File: config.mk
export PLATFORM = sky130hd
export DESIGN_NAME = reaction_timer
export DESIGN_NICKNAME = d
export VERILOG_FILES = /design/src/rtl/drag_race_pkg.sv /design/src/rtl/bcd_counter.sv /design/src/rtl/reaction_timer.sv
export SDC_FILE = /design/constraint.sdc
export NUM_CORES = 1
export LEC_CHECK = 0
export ABC_AREA = 1
export CAP_MARGIN = 25
export CORE_MARGIN = 4
export CORE_UTILIZATION = 32
export DETAILED_ROUTE_END_ITERATION = 8
export PLACE_DENSITY = 0.55
export SYNTH_ARGS = -nofsm -noshare
export SYNTH_HDL_FRONTEND = slang
export SYNTH_SLANG_ARGS = --single-unit
export TNS_END_PERCENT = 10
File: constraint.sdc
create_clock -name CLOCK_50 -period 2 [get_ports CLOCK_50]
set_input_delay 0.5 -clock CLOCK_50 [delete_from_list [all_inputs] [get_ports CLOCK_50]]
set_output_delay 0.5 -clock CLOCK_50 [all_outputs]
set_load 0.005 [all_outputs]
File: src/rtl/drag_race_pkg.sv
// Shared types and helpers for the drag-race timing blocks.
package drag_race_pkg;

  typedef enum logic [2:0] {
    IDLE,
    ARMED,
    RUN,
    DONE,
    FOUL,
    TIMEOUT
  } state_t;

  typedef logic [3:0] bcd_digit_t;

  localparam logic [15:0] BCD_MAX          = 16'h9999;
  localparam int unsigned TICK_DIV_DEFAULT = 50000;

  function automatic logic [15:0] bcd_inc(input logic [15:0] v);
    logic [15:0] r;
    logic        carry;
    bcd_digit_t  d;
    r     = v;
    carry = 1'b1;
    for (int unsigned i = 0; i < 4; i++) begin
      d = r[i*4 +: 4];
      if (carry) begin
        if (d == 4'd9) begin
          r[i*4 +: 4] = '0;
        end else begin
          r[i*4 +: 4] = d + 4'd1;
          carry       = 1'b0;
        end
      end
    end
    return r;
  endfunction

  // Thousands digit decides first; lower digits only matter on a tie.
  function automatic logic bcd_less(input logic [15:0] a, input logic [15:0] b);
    logic       decided;
    logic       less;
    bcd_digit_t da;
    bcd_digit_t db;
    decided = 1'b0;
    less    = 1'b0;
    for (int unsigned k = 0; k < 4; k++) begin
      da = a[(3-k)*4 +: 4];
      db = b[(3-k)*4 +: 4];
      if (!decided && (da != db)) begin
        decided = 1'b1;
        less    = (da < db);
      end
    end
    return less;
  endfunction

endpackage

File: src/rtl/bcd_counter.sv
// Four-digit cascaded BCD counter, 0000..9999, with synchronous clear.
module bcd_counter
  import drag_race_pkg::*;
(
  input  logic        clock,
  input  logic        reset,
  input  logic        clear,
  input  logic        inc,
  output logic [15:0] q,
  output logic        at_max
);

  always_ff @(posedge clock) begin
    if (!reset) begin
      q <= '0;
    end else if (clear) begin
      q <= '0;
    end else if (inc) begin
      q <= bcd_inc(q);
    end
  end

  always_comb begin
    at_max = (q == BCD_MAX);
  end

endmodule

File: src/rtl/reaction_timer.sv
// Drag-race reaction timer: ms count from green to beam release, latched as BCD.
// Optional session best-time register enabled by defining REACTION_BEST_EN.
module reaction_timer
  import drag_race_pkg::*;
#(
  parameter int unsigned TICK_DIV = TICK_DIV_DEFAULT
) (
  input  logic        CLOCK_50,
  input  logic        Reset,
  input  logic        Green,
  input  logic        Red,
  input  logic        SB,
  input  logic        New_Race,
  output logic [15:0] Time_BCD,
  output logic        Time_Valid,
  output logic        Foul,
  output logic        Timeout,
  output logic        Running
`ifdef REACTION_BEST_EN
  ,
  output logic [15:0] Best_BCD
`endif
);

  localparam int unsigned PW = (TICK_DIV > 1) ? $clog2(TICK_DIV) : 1;

  state_t          state;
  logic            sb_meta;
  logic            sb_s;
  logic [PW-1:0]   presc;
  logic            tick;
  logic            run_entry;
  logic [15:0]     cnt_q;
  logic            cnt_at_max;
  logic [15:0]     latch_val;

  always_ff @(posedge CLOCK_50) begin
    if (!Reset) begin
      sb_meta <= 1'b0;
      sb_s    <= 1'b0;
    end else begin
      sb_meta <= SB;
      sb_s    <= sb_meta;
    end
  end

  // A tick in the release cycle is included; saturate rather than wrap at 9999.
  always_comb begin
    tick      = (state == RUN) && (presc == PW'(TICK_DIV - 1));
    run_entry = (state == ARMED) && !Red && sb_s && Green;
    latch_val = cnt_q;
    if (tick) begin
      latch_val = cnt_at_max ? BCD_MAX : bcd_inc(cnt_q);
    end
  end

  always_ff @(posedge CLOCK_50) begin
    if (!Reset) begin
      presc <= '0;
    end else if (run_entry) begin
      presc <= '0;
    end else if (state == RUN) begin
      presc <= tick ? '0 : presc + 1'b1;
    end
  end

  bcd_counter u_count (
    .clock  (CLOCK_50),
    .reset  (Reset),
    .clear  (run_entry),
    .inc    (tick),
    .q      (cnt_q),
    .at_max (cnt_at_max)
  );

  always_ff @(posedge CLOCK_50) begin
    if (!Reset) begin
      state      <= IDLE;
      Time_BCD   <= '0;
      Time_Valid <= 1'b0;
      Foul       <= 1'b0;
      Timeout    <= 1'b0;
      Running    <= 1'b0;
`ifdef REACTION_BEST_EN
      Best_BCD   <= BCD_MAX;
`endif
    end else begin
      case (state)
        IDLE: begin
          if (sb_s) state <= ARMED;
        end
        ARMED: begin
          if (Red || !sb_s) begin
            state    <= FOUL;
            Foul     <= 1'b1;
            Time_BCD <= '0;
          end else if (Green) begin
            state   <= RUN;
            Running <= 1'b1;
          end
        end
        RUN: begin
          if (Red) begin
            state    <= FOUL;
            Foul     <= 1'b1;
            Running  <= 1'b0;
            Time_BCD <= '0;
          end else if (!sb_s) begin
            state      <= DONE;
            Time_Valid <= 1'b1;
            Running    <= 1'b0;
            Time_BCD   <= latch_val;
`ifdef REACTION_BEST_EN
            if (bcd_less(latch_val, Best_BCD)) Best_BCD <= latch_val;
`endif
          end else if (tick && cnt_at_max) begin
            state    <= TIMEOUT;
            Timeout  <= 1'b1;
            Running  <= 1'b0;
            Time_BCD <= BCD_MAX;
          end
        end
        DONE, FOUL, TIMEOUT: begin
          if (New_Race) begin
            state      <= IDLE;
            Time_BCD   <= '0;
            Time_Valid <= 1'b0;
            Foul       <= 1'b0;
            Timeout    <= 1'b0;
          end
        end
        default: state <= IDLE;
      endcase
    end
  end

endmodule

After elaboration in Yosys (flattened, before gate mapping)

Index checks and enable logic that the tools add are counted.

Flip-flop bits (word level): 57
Bits of input ports: 6
Output and inout bits: 20
Word-level logic and storage cells: 124

Add/subtract/negate cells: 5
Equality and inequality tests: 23
Multiplexer cells: 59
Bitwise logic cells: 1
Reductions and logical operators: 23

Operators with widths:

| operator                                                               | count |
|---|---|
| 16-bit 2-to-1 mux                                                      | 8 |
| 16-bit case mux with 3 select lines                                    | 1 |
| 16-bit equality test (second input constant)                           | 2 |
| 1-bit 2-to-1 mux                                                       | 31 |
| 4-bit 2-to-1 mux                                                       | 7 |
| 3-bit 2-to-1 mux                                                       | 7 |
| 4-bit AND reduction                                                    | 5 |
| 16-bit by 1-bit adder with 16-bit output (second input constant)       | 1 |
| 4-bit by 1-bit adder with 4-bit output (second input constant)         | 4 |
| 4-bit equality test (second input constant)                            | 4 |
| 2-bit != test (second input constant)                                  | 8 |
| 3-bit case mux with 4 select lines                                     | 1 |
| 3-bit by 2-bit equality test with 1-bit output (second input constant) | 2 |
| 3-bit equality test (second input constant)                            | 2 |
| 1-bit case mux with 2 select lines                                     | 3 |
| 2-bit AND reduction                                                    | 3 |
| 1-bit logical AND                                                      | 5 |
| 5-bit AND reduction                                                    | 1 |
| 2-bit by 1-bit != test with 1-bit output (second input constant)       | 2 |
| 4-bit by 3-bit != test with 1-bit output (second input constant)       | 1 |
| 2-bit nonzero test                                                     | 2 |
| 3-bit by 1-bit equality test with 1-bit output (second input constant) | 1 |
| 3-bit logical NOT                                                      | 1 |
| 3-bit by 2-bit != test with 1-bit output (second input constant)       | 1 |
| 7 further kinds                                                        | 8 |

Longest topological paths before layout

Gate-level depths: netlist of run 1.

Depth in word-level cells: 15
Depth in mapped cells: 13

By module

From an unflattened synthesis of run 1, not the netlist that was laid out.

Cell total of the unflattened synthesis: 535
Area total of the unflattened synthesis: 3,515.9 um^2

By module, submodules not included:

| module         | instances | cells each | area an instance (um^2) | seq. area each (um^2) |
|---|---|---|---|---|
| reaction_timer | 1         | 404        | 2,635.0                 | 820.8 |
| bcd_counter    | 1         | 131        | 880.8                   | 320.3 |

Worst setup path before layout of run 1

No wires, ideal clock.

Kind: reg2reg
From: register u_count.q[8]
To: register Time_BCD[11]
Library setup time: 0.114 ns
Arrival: 1.633 ns
Required time: 1.886 ns
Path slack: 0.253 ns
Cell stages (with the launch flop): 12
Clock period less this slack: 1.747 ns
Cell sequence: dfxtp_1 -> ha_1 -> nand2_1 -> nor2_2 -> nand2_1 -> nor2_4 -> nand3_4 -> nand3_4 -> nand3_4 -> buf_6 -> a21oi_1 -> nor2_1

Cells in the longest elaborated chain, start to end: 8
Elaborated cells on any way between the ends: 13
Classes of those cells: add/sub (1); eq/ne (3); mux (7); reduce/logical (2)

RTL lines:

| element                                                                              | RTL line                                 | RTL |
|---|---|---|
| from (decl)                                                                          | bcd_counter.sv:9                         | `output logic [15:0] q,` |
| from (signal assigned)                                                               | bcd_counter.sv:19                        | `q <= bcd_inc(q);` |
| 4-bit by 1-bit adder with 4-bit output / 4-bit equality test (equally long branches) | drag_race_pkg.sv:30, drag_race_pkg.sv:27 |  |
| 4-bit 2-to-1 mux                                                                     | drag_race_pkg.sv:27                      | `if (d == 4'd9) begin` |
| 4-bit 2-to-1 mux                                                                     | drag_race_pkg.sv:26                      | `if (carry) begin` |
| 16-bit 2-to-1 mux                                                                    | reaction_timer.sv:53                     | `latch_val = cnt_at_max ? BCD_MAX : bcd_inc(cnt_q);` |
| 16-bit 2-to-1 mux                                                                    | reaction_timer.sv:52                     | `if (tick) begin` |
| 16-bit 2-to-1 mux                                                                    | reaction_timer.sv:108                    | `end else if (!sb_s) begin` |
| 16-bit 2-to-1 mux                                                                    | reaction_timer.sv:103                    | `if (Red) begin` |
| 16-bit case mux with 3 select lines                                                  | reaction_timer.sv:88                     | `case (state)` |
| to (signal assigned)                                                                 | reaction_timer.sv:112                    | `Time_BCD <= latch_val;` |
| to (decl)                                                                            | reaction_timer.sv:14                     | `output logic [15:0] Time_BCD,` |

Parallel ways exist; a longest one is shown, timed or not.
A chain may end at the register's enable or synchronous reset.

Worst setup path after layout of run 1

From: register u_count.q[5]
To: register Time_BCD[15]

Cells in the longest elaborated chain, start to end: 12
Elaborated cells on any way between the ends: 16
Classes of those cells: eq/ne (3); mux (11); reduce/logical (2)

RTL lines:

| element                             | RTL line |
|---|---|
| 4-bit equality test                 | drag_race_pkg.sv:27 |
| 1-bit 2-to-1 mux                    | drag_race_pkg.sv:27 |
| 1-bit 2-to-1 mux                    | drag_race_pkg.sv:26 |
| 1-bit 2-to-1 mux                    | reaction_timer.sv:52 |
| 1-bit 2-to-1 mux                    | drag_race_pkg.sv:26 |
| 1-bit 2-to-1 mux                    | reaction_timer.sv:52 |
| 4-bit 2-to-1 mux                    | drag_race_pkg.sv:26 |
| 16-bit 2-to-1 mux                   | reaction_timer.sv:53 |
| 16-bit 2-to-1 mux                   | reaction_timer.sv:52 |
| 16-bit 2-to-1 mux                   | reaction_timer.sv:108 |
| 16-bit 2-to-1 mux                   | reaction_timer.sv:103 |
| 16-bit case mux with 3 select lines | reaction_timer.sv:88 |

Parallel ways exist; a longest one is shown, timed or not. The select of a mux whose other input is x is not followed.

==> results.txt, run 1 <==
IO Port Bufs - 25
post-placement cell area - 0.00383 mm2
Worst Path Required - 2230 ps
Num CTS Buffers - 9
Max Clock Freq - 541 MHz
Net count, final - 565
CTS Root Buffer Type - clkbuf_8
share of cells above drive strength 1 - 0.142
hpwl dp - 6230 um
Fin. Hold Viols - 0
Reg2Reg Depth - 12
synth unique cells - 36
Max Slew Vio Count - 0
CTS tree - yes
worst-margin pin slew - 496 ps
clock skew - 13.5 ps
Layout area overhead - 22.9%
reg2reg start - u_count.q[5]
final worst-path cycle share - 0.924
largest net degree at the start of global routing - 26
Internal - 2460 uW
Die W - 109 um
most area-consuming cells after synthesis - dfxtp_1 35%, nand2_1 16%, nor2_1 7.9%, inv_1 6.8%, nand3_1 6.4%
H-tree levels - 3
top-area cell type share of the netlist area - 0.347
starting density of the core - 0.332
core area - 0.00991 mm2
# DRC - 0
worst r2r dst - Time_BCD[15]
max-capacitance violation count - 0
commonest non-fill, non-tap cells in the layout - 136 x nand2_1, 69 x nor2_1, 60 x inv_1, 57 x dfxtp_1, 42 x nand3_1
grt total ovfl - 0
min Tclk post-route - 1850 ps
setup TNS - 0 ps
Max IR drop VDD - 0.611 mV
Reg power frac - 0.354
Total Wirelength - 8230 um
Leak - 0.00174 uW
RSZ-0062 raised after global routing - true
I/O pins - 26
status - complete, no violations
routability-driven placement congestion ratio - 0.830
Inst Count DP - 674
post-synthesis sequential area ratio - 0.347
CP arrival - 2080 ps
DRT Pass-1 Iters - 5
EDFF count, synth - 0
crit path from - u_count.q[5]
internal reg-to-reg setup slack - 150 ps
Async S/R FF share, synth - 0
die area - 0.0120 mm2
Main synth FF type - dfxtp_1
Diodes inserted - 0
vias - 3209
Sw Share - 0.343
crit path kind - reg -> reg
Fillers - 1061
antenna viol nets, final - 0
antenna violations before repair - 0
average instance area after synthesis - 6.55 um2
WL per Instance - 11.9 um
Yosys Warn Count - 0
via/cell ratio - 4.66
Cell Pwr Density - 925 mW/mm2
min-delay src - sb_meta
# rows - 36
clk slew on worst S/H paths - 70 ps
height of the die - 109 um
Setup crit end kind - flop
commonest non-fill, non-tap cell in the layout - nand2_1
Clock Sink Count - 57
flops & latches, synth - 57
vias in the first global route - 3015
Synth Cell Area - 0.00329 mm2
hold path endpoint - sb_s
final non-filler cell total - 689
relative slew slack - 0.667
Setup-failing EPs final - 0
worst-path maximum fanout - 25
sw power - 1280 uW
Max Buffers Root-to-Sink - 2
largest area contributor in the netlist - dfxtp_1
Syn Nets - 515
GRT Total Usage - 0.147
Syn Inst Count - 502
combinational power share - 0.353
power share of the clock group - 0.293
Final Util - 0.408
CTS Hold Buffers Added - 0
Initial DRC Count - 98
Clock Latency Late Sink - 340 ps
Worst Hold Depth - 2
Design Power - 3740 uW
final std cell area, no fill - 0.00404 mm2
Startpoint Class - flop
worst min path class - reg -> reg
first-pass GRT wire length - 14000 um
[final cells by class]
cell class | count | area [um2] | area share
Clock buffer | 12 | 155 | 0.0384
Clock inverter | 3 | 40.0 | 0.00991
Inverter | 70 | 265 | 0.0656
Multi-Input combinational cell | 368 | 1840 | 0.455
Sequential cell | 57 | 1140 | 0.282
Tap cell | 133 | 166 | 0.0412
Timing Repair Buffer | 46 | 433 | 0.107
[sequential cells by signal (all words and copies together) (netlist names)]
signal	cells
Time_BCD	16
presc	16
u_count.q	16
state	3
Foul	1
Running	1
Time_Valid	1
Timeout	1
sb_meta	1
sb_s	1
[power by group through the flow]
stage	combinational, uW	sequential [uW]	clock (uW)
global placement	1310	1340	0
floorplan	924	1340	0
detailed placement	1320	1340	0
CTS	1330	1320	1140
global route	1520	1340	1180
finish	1320	1320	1090
[timing repair]
item	4_1_cts	5_1_grt
resized for setup	0	3
setup endpoints to repair	0	12
buffers inserted	0	0
[per-stage QoR]
stage / setup slack [ps] / hold WS [ps]
detailed placement: -14.4 / 407
global placement: 16.1 / 400
finish: 152 / 433
global route: -0.765 / 476
floorplan: 253 / 390
CTS: 90.7 / 440
[per-layer routing]
metal / up-vias / share of wire / track usage
met3: 9 / 0.043 / 0.0411
met4: 0 / 0.011 / 0.0374
met2: 58 / 0.47 / 0.243
li1: 1691 / - / -
met1: 1451 / 0.48 / 0.190
met5: - / 0 / 0
[worst max path at each step]
| stage | to | cells past startpoint |
|---|---|---|
| 2_1_floorplan | Time_BCD[11] | 11 |
| 3_3_place_gp | presc[7] | 11 |
| 3_5_place_dp | presc[7] | 11 |
| 4_1_cts | presc[15] | 12 |
| 5_1_grt | Time_BCD[7] | 12 |
| 6_report | Time_BCD[15] | 12 |
[synthesized netlist by cell type (2+ instances only)]
library cell and instances:
and3_1 2, nand3_2 2, nand2_1 136, dfxtp_1 57, nor2_4 5, buf_4 2
inv_2 7, o21ai_1 2, ha_1 7, nor2_2 12, nand4_1 12, nand2_2 8
xnor2_1 2, nand3_1 42, clkinv_1 2, nor3_2 2, o21ai_0 15, a21oi_1 36
o21a_1 2, o31ai_1 2, nand3_4 3, inv_1 60, buf_6 3, nor2_1 69
[critical path, stage by stage, from the launching register on]
cell,delay (ps)
dfxtp_1,350
inv_1,90
ha_1,170
nand2_2,80
nor2_4,130
nand3_2,120
nor2_4,140
nand3_4,100
nand3_4,100
nand3_4,70
buf_12,170
a21oi_1,140
nor2_1,50
[logic make-up (layout without fill, tap and decap cells)]
group	after synthesis	after routing	share of synthesized area
fa+ha+maj	7	7	0.0266
buf+inv	77	131	0.0981
compound gates	61	61	0.103
flops	57	57	0.347
simple gates	297	297	0.417
xor+xnor	3	3	0.00799
Note: power is estimated with default switching activity, not from simulation.
==> run 2, diff against run 1 <==
CORE_UTILIZATION = 55   (was 32)
PLACE_DENSITY = 0.82   (was 0.55)
==> results.txt, run 2 (same netlist as run 1, synthesis figures left out) <==
status - complete, no violations (unchanged)
met2 usage - 0.418 (was 0.243)
Startpoint Class - flop (unchanged)
worst min path class - reg -> reg (unchanged)
height of the die - 85.3 um (was 109 um)
Initial DRC Count - 230 (was 98)
Setup crit end kind - flop (unchanged)
Max IR drop VDD - 0.889 mV (was 0.611 mV)
register area - 0.00114 mm2 (unchanged)
Die W - 85.3 um (was 109 um)
min Tclk post-route - 1900 ps (was 1850 ps)
final worst-path cycle share - 0.950 (was 0.924)
worst r2r dst - Time_BCD[8] (was Time_BCD[15])
setup TNS - 0 ps (unchanged)
I/O pins - 26 (unchanged)
Num CTS Buffers - 9 (unchanged)
max-capacitance violation count - 0 (unchanged)
H-tree levels - 3 (unchanged)
Layout area overhead - 20.8% (was 22.9%)
worst-path maximum fanout - 13 (was 25)
relative slew slack - 0.672 (was 0.667)
Design Power - 3840 uW (was 3740 uW)
internal reg-to-reg setup slack - 100 ps (was 150 ps)
Max Clock Freq - 527 MHz (was 541 MHz)
CTS Root Buffer Type - clkbuf_8 (unchanged)
clk slew on worst S/H paths - 70 ps (about the same)
largest net degree at the start of global routing - 17 (was 26)
# rows - 27 (was 36)
Fin. Hold Viols - 0 (unchanged)
Regs by FF count - Time_BCD (16), presc (16), u_count.q (16) (unchanged)
power share of the clock group - 0.322 (was 0.293)
vias - 3346 (was 3209)
Multi-input gate area - 0.00184 mm2 (about the same)
Fillers - 488 (was 1061)
antenna viol nets, final - 0 (unchanged)
Inst Count DP - 613 (was 674)
first-pass GRT wire length - 14100 um (was 14000 um)
IO Port Bufs - 25 (unchanged)
Diodes inserted - 0 (unchanged)
Leak - 0.00175 uW (was 0.00174 uW)
via/cell ratio - 5.32 (was 4.66)
Worst Path Required - 2240 ps (was 2230 ps)
combinational power share - 0.335 (was 0.353)
Total Wirelength - 8070 um (was 8230 um)
crit path kind - reg -> reg (unchanged)
GRT Total Usage - 0.238 (was 0.147)
grt total ovfl - 0 (unchanged)
Cell Pwr Density - 966 mW/mm2 (was 925 mW/mm2)
sw power - 1300 uW (was 1280 uW)
GRT met1 Usage - 0.274 (was 0.190)
Worst Hold Depth - 2 (unchanged)
worst-margin pin slew - 489 ps (was 496 ps)
vias in the first global route - 3233 (was 3015)
met3 Use GR - 0.0505 (was 0.0411)
starting density of the core - 0.583 (was 0.332)
Reg power frac - 0.343 (was 0.354)
CTS tree - yes (unchanged)
final non-filler cell total - 629 (was 689)
Max Buffers Root-to-Sink - 2 (unchanged)
Sw Share - 0.338 (was 0.343)
commonest non-fill, non-tap cells in the layout - 136 x nand2_1, 69 x nor2_1, 60 x inv_1, 57 x dfxtp_1, 42 x nand3_1 (unchanged)
# DRC - 0 (unchanged)
Clock Sink Count - 57 (unchanged)
routability-driven placement congestion ratio - 0.866 (was 0.830)
Net count, final - 566 (was 565)
hold path endpoint - sb_s (unchanged)
share of cells above drive strength 1 - 0.145 (was 0.142)
WL per Instance - 12.8 um (was 11.9 um)
core area - 0.00564 mm2 (was 0.00991 mm2)
die area - 0.00728 mm2 (was 0.0120 mm2)
DRT Pass-1 Iters - 5 (unchanged)
CTS Hold Buffers Added - 0 (unchanged)
clock skew - 9.66 ps (was 13.5 ps)
RSZ-0062 raised after global routing - true (unchanged)
Clock Latency Late Sink - 350 ps (was 340 ps)
Reg2Reg Depth - 11 (was 12)
hpwl dp - 5680 um (was 6230 um)
reg2reg start - u_count.q[5] (unchanged)
post-CTS setup buffers - 0 (unchanged)
CP arrival - 2140 ps (was 2080 ps)
commonest non-fill, non-tap cell in the layout - nand2_1 (unchanged)
Setup-failing EPs final - 0 (unchanged)
min-delay src - sb_meta (unchanged)
Internal - 2540 uW (was 2460 uW)
antenna violations before repair - 0 (unchanged)
most used routing layer - met2 (unchanged)
Max Slew Vio Count - 0 (unchanged)
[run 2: changes by cell type in the layout (fill, tap and decap cells not counted)]
cell,change
buf_12,-2
bufinv_16,+1
nor2_4,-3
clkinv_2,-2
nand3_4,+1
nor2_2,+3
clkinv_4,+1
buf_4,+2
clkbuf_1,-1
clkinvlp_4,+1
[run 2: final cells by class]
type                            count  area share
Multi-Input combinational cell    369       0.464
Inverter                           70      0.0667
Sequential cell                    57       0.287
Clock buffer                       11      0.0381
Timing Repair Buffer               46       0.103
Clock inverter                      4      0.0192
Tap cell                           72      0.0227
[run 2: worst max-delay path, cell delays in order (launching register included)]
cell and delay [ps]:
dfxtp_1 350, inv_1 90, ha_1 200, nand2_2 90, nor2_4 150, nand3_2 120
nor2_4 150, nand3_4 100, nand3_4 130, nand3_4 180, a21oi_1 180, nor2_1 50
[run 2: per-layer routing]
metal / up-vias / share of wire
li1: 1702 / -
met1: 1508 / 0.43
met2: 110 / 0.48
met3: 26 / 0.061
met4: 0 / 0.030
met5: - / 0
[run 2: how the worst max path moves through the flow]
stage,endpoint,cells after the start,startpoint
final,Time_BCD[8],11,u_count.q[5]
after global routing,Time_BCD[3],10,presc[0]
after floorplan,Time_BCD[11],11,u_count.q[8]
after detailed placement,Time_BCD[8],8,Red
after CTS,Time_BCD[13],11,u_count.q[5]
after global placement,Time_BCD[15],8,Red
[run 2: power groups by stage]
| stage | Combinational, uW | Sequential, uW | Clock, uW |
|---|---|---|---|
| 4_1_cts | 1270 | 1320 | 1250 |
| 6_report | 1290 | 1320 | 1240 |
| 5_1_grt | 1450 | 1330 | 1300 |
| 3_3_place_gp | 1180 | 1340 | 0 |
| 3_5_place_dp | 1220 | 1340 | 0 |
| 2_1_floorplan | 924 | 1340 | 0 |
[run 2: timing repair]
item / 4_1_cts / 5_1_grt
gates resized for setup: 0 / 1
pin swaps: 0 / 1
cloned: 1 / 0
endpoints found under the setup margin: 1 / 13
hold endpoints to repair: 0 / 0
[run 2: per-stage QoR]
step                hold WS (ps)  cell area (um2)  utilization  setup WS (ps)
finish                       427             3980        0.705            101
global route                 456             3980        0.705          -52.5
CTS                          428             3970        0.703           16.6
detailed placement           425             3730        0.661           -105
global placement             392             3730        0.661          -22.9
floorplan                    390             3290            -            253
==> run 3, diff against run 2 <==
CTS_CLUSTER_SIZE = 25   (was not set)
SLEW_MARGIN = 20   (was not set)
==> results of run 3 <==
The final DEF is identical to that of run 2; final timing and power are the same.
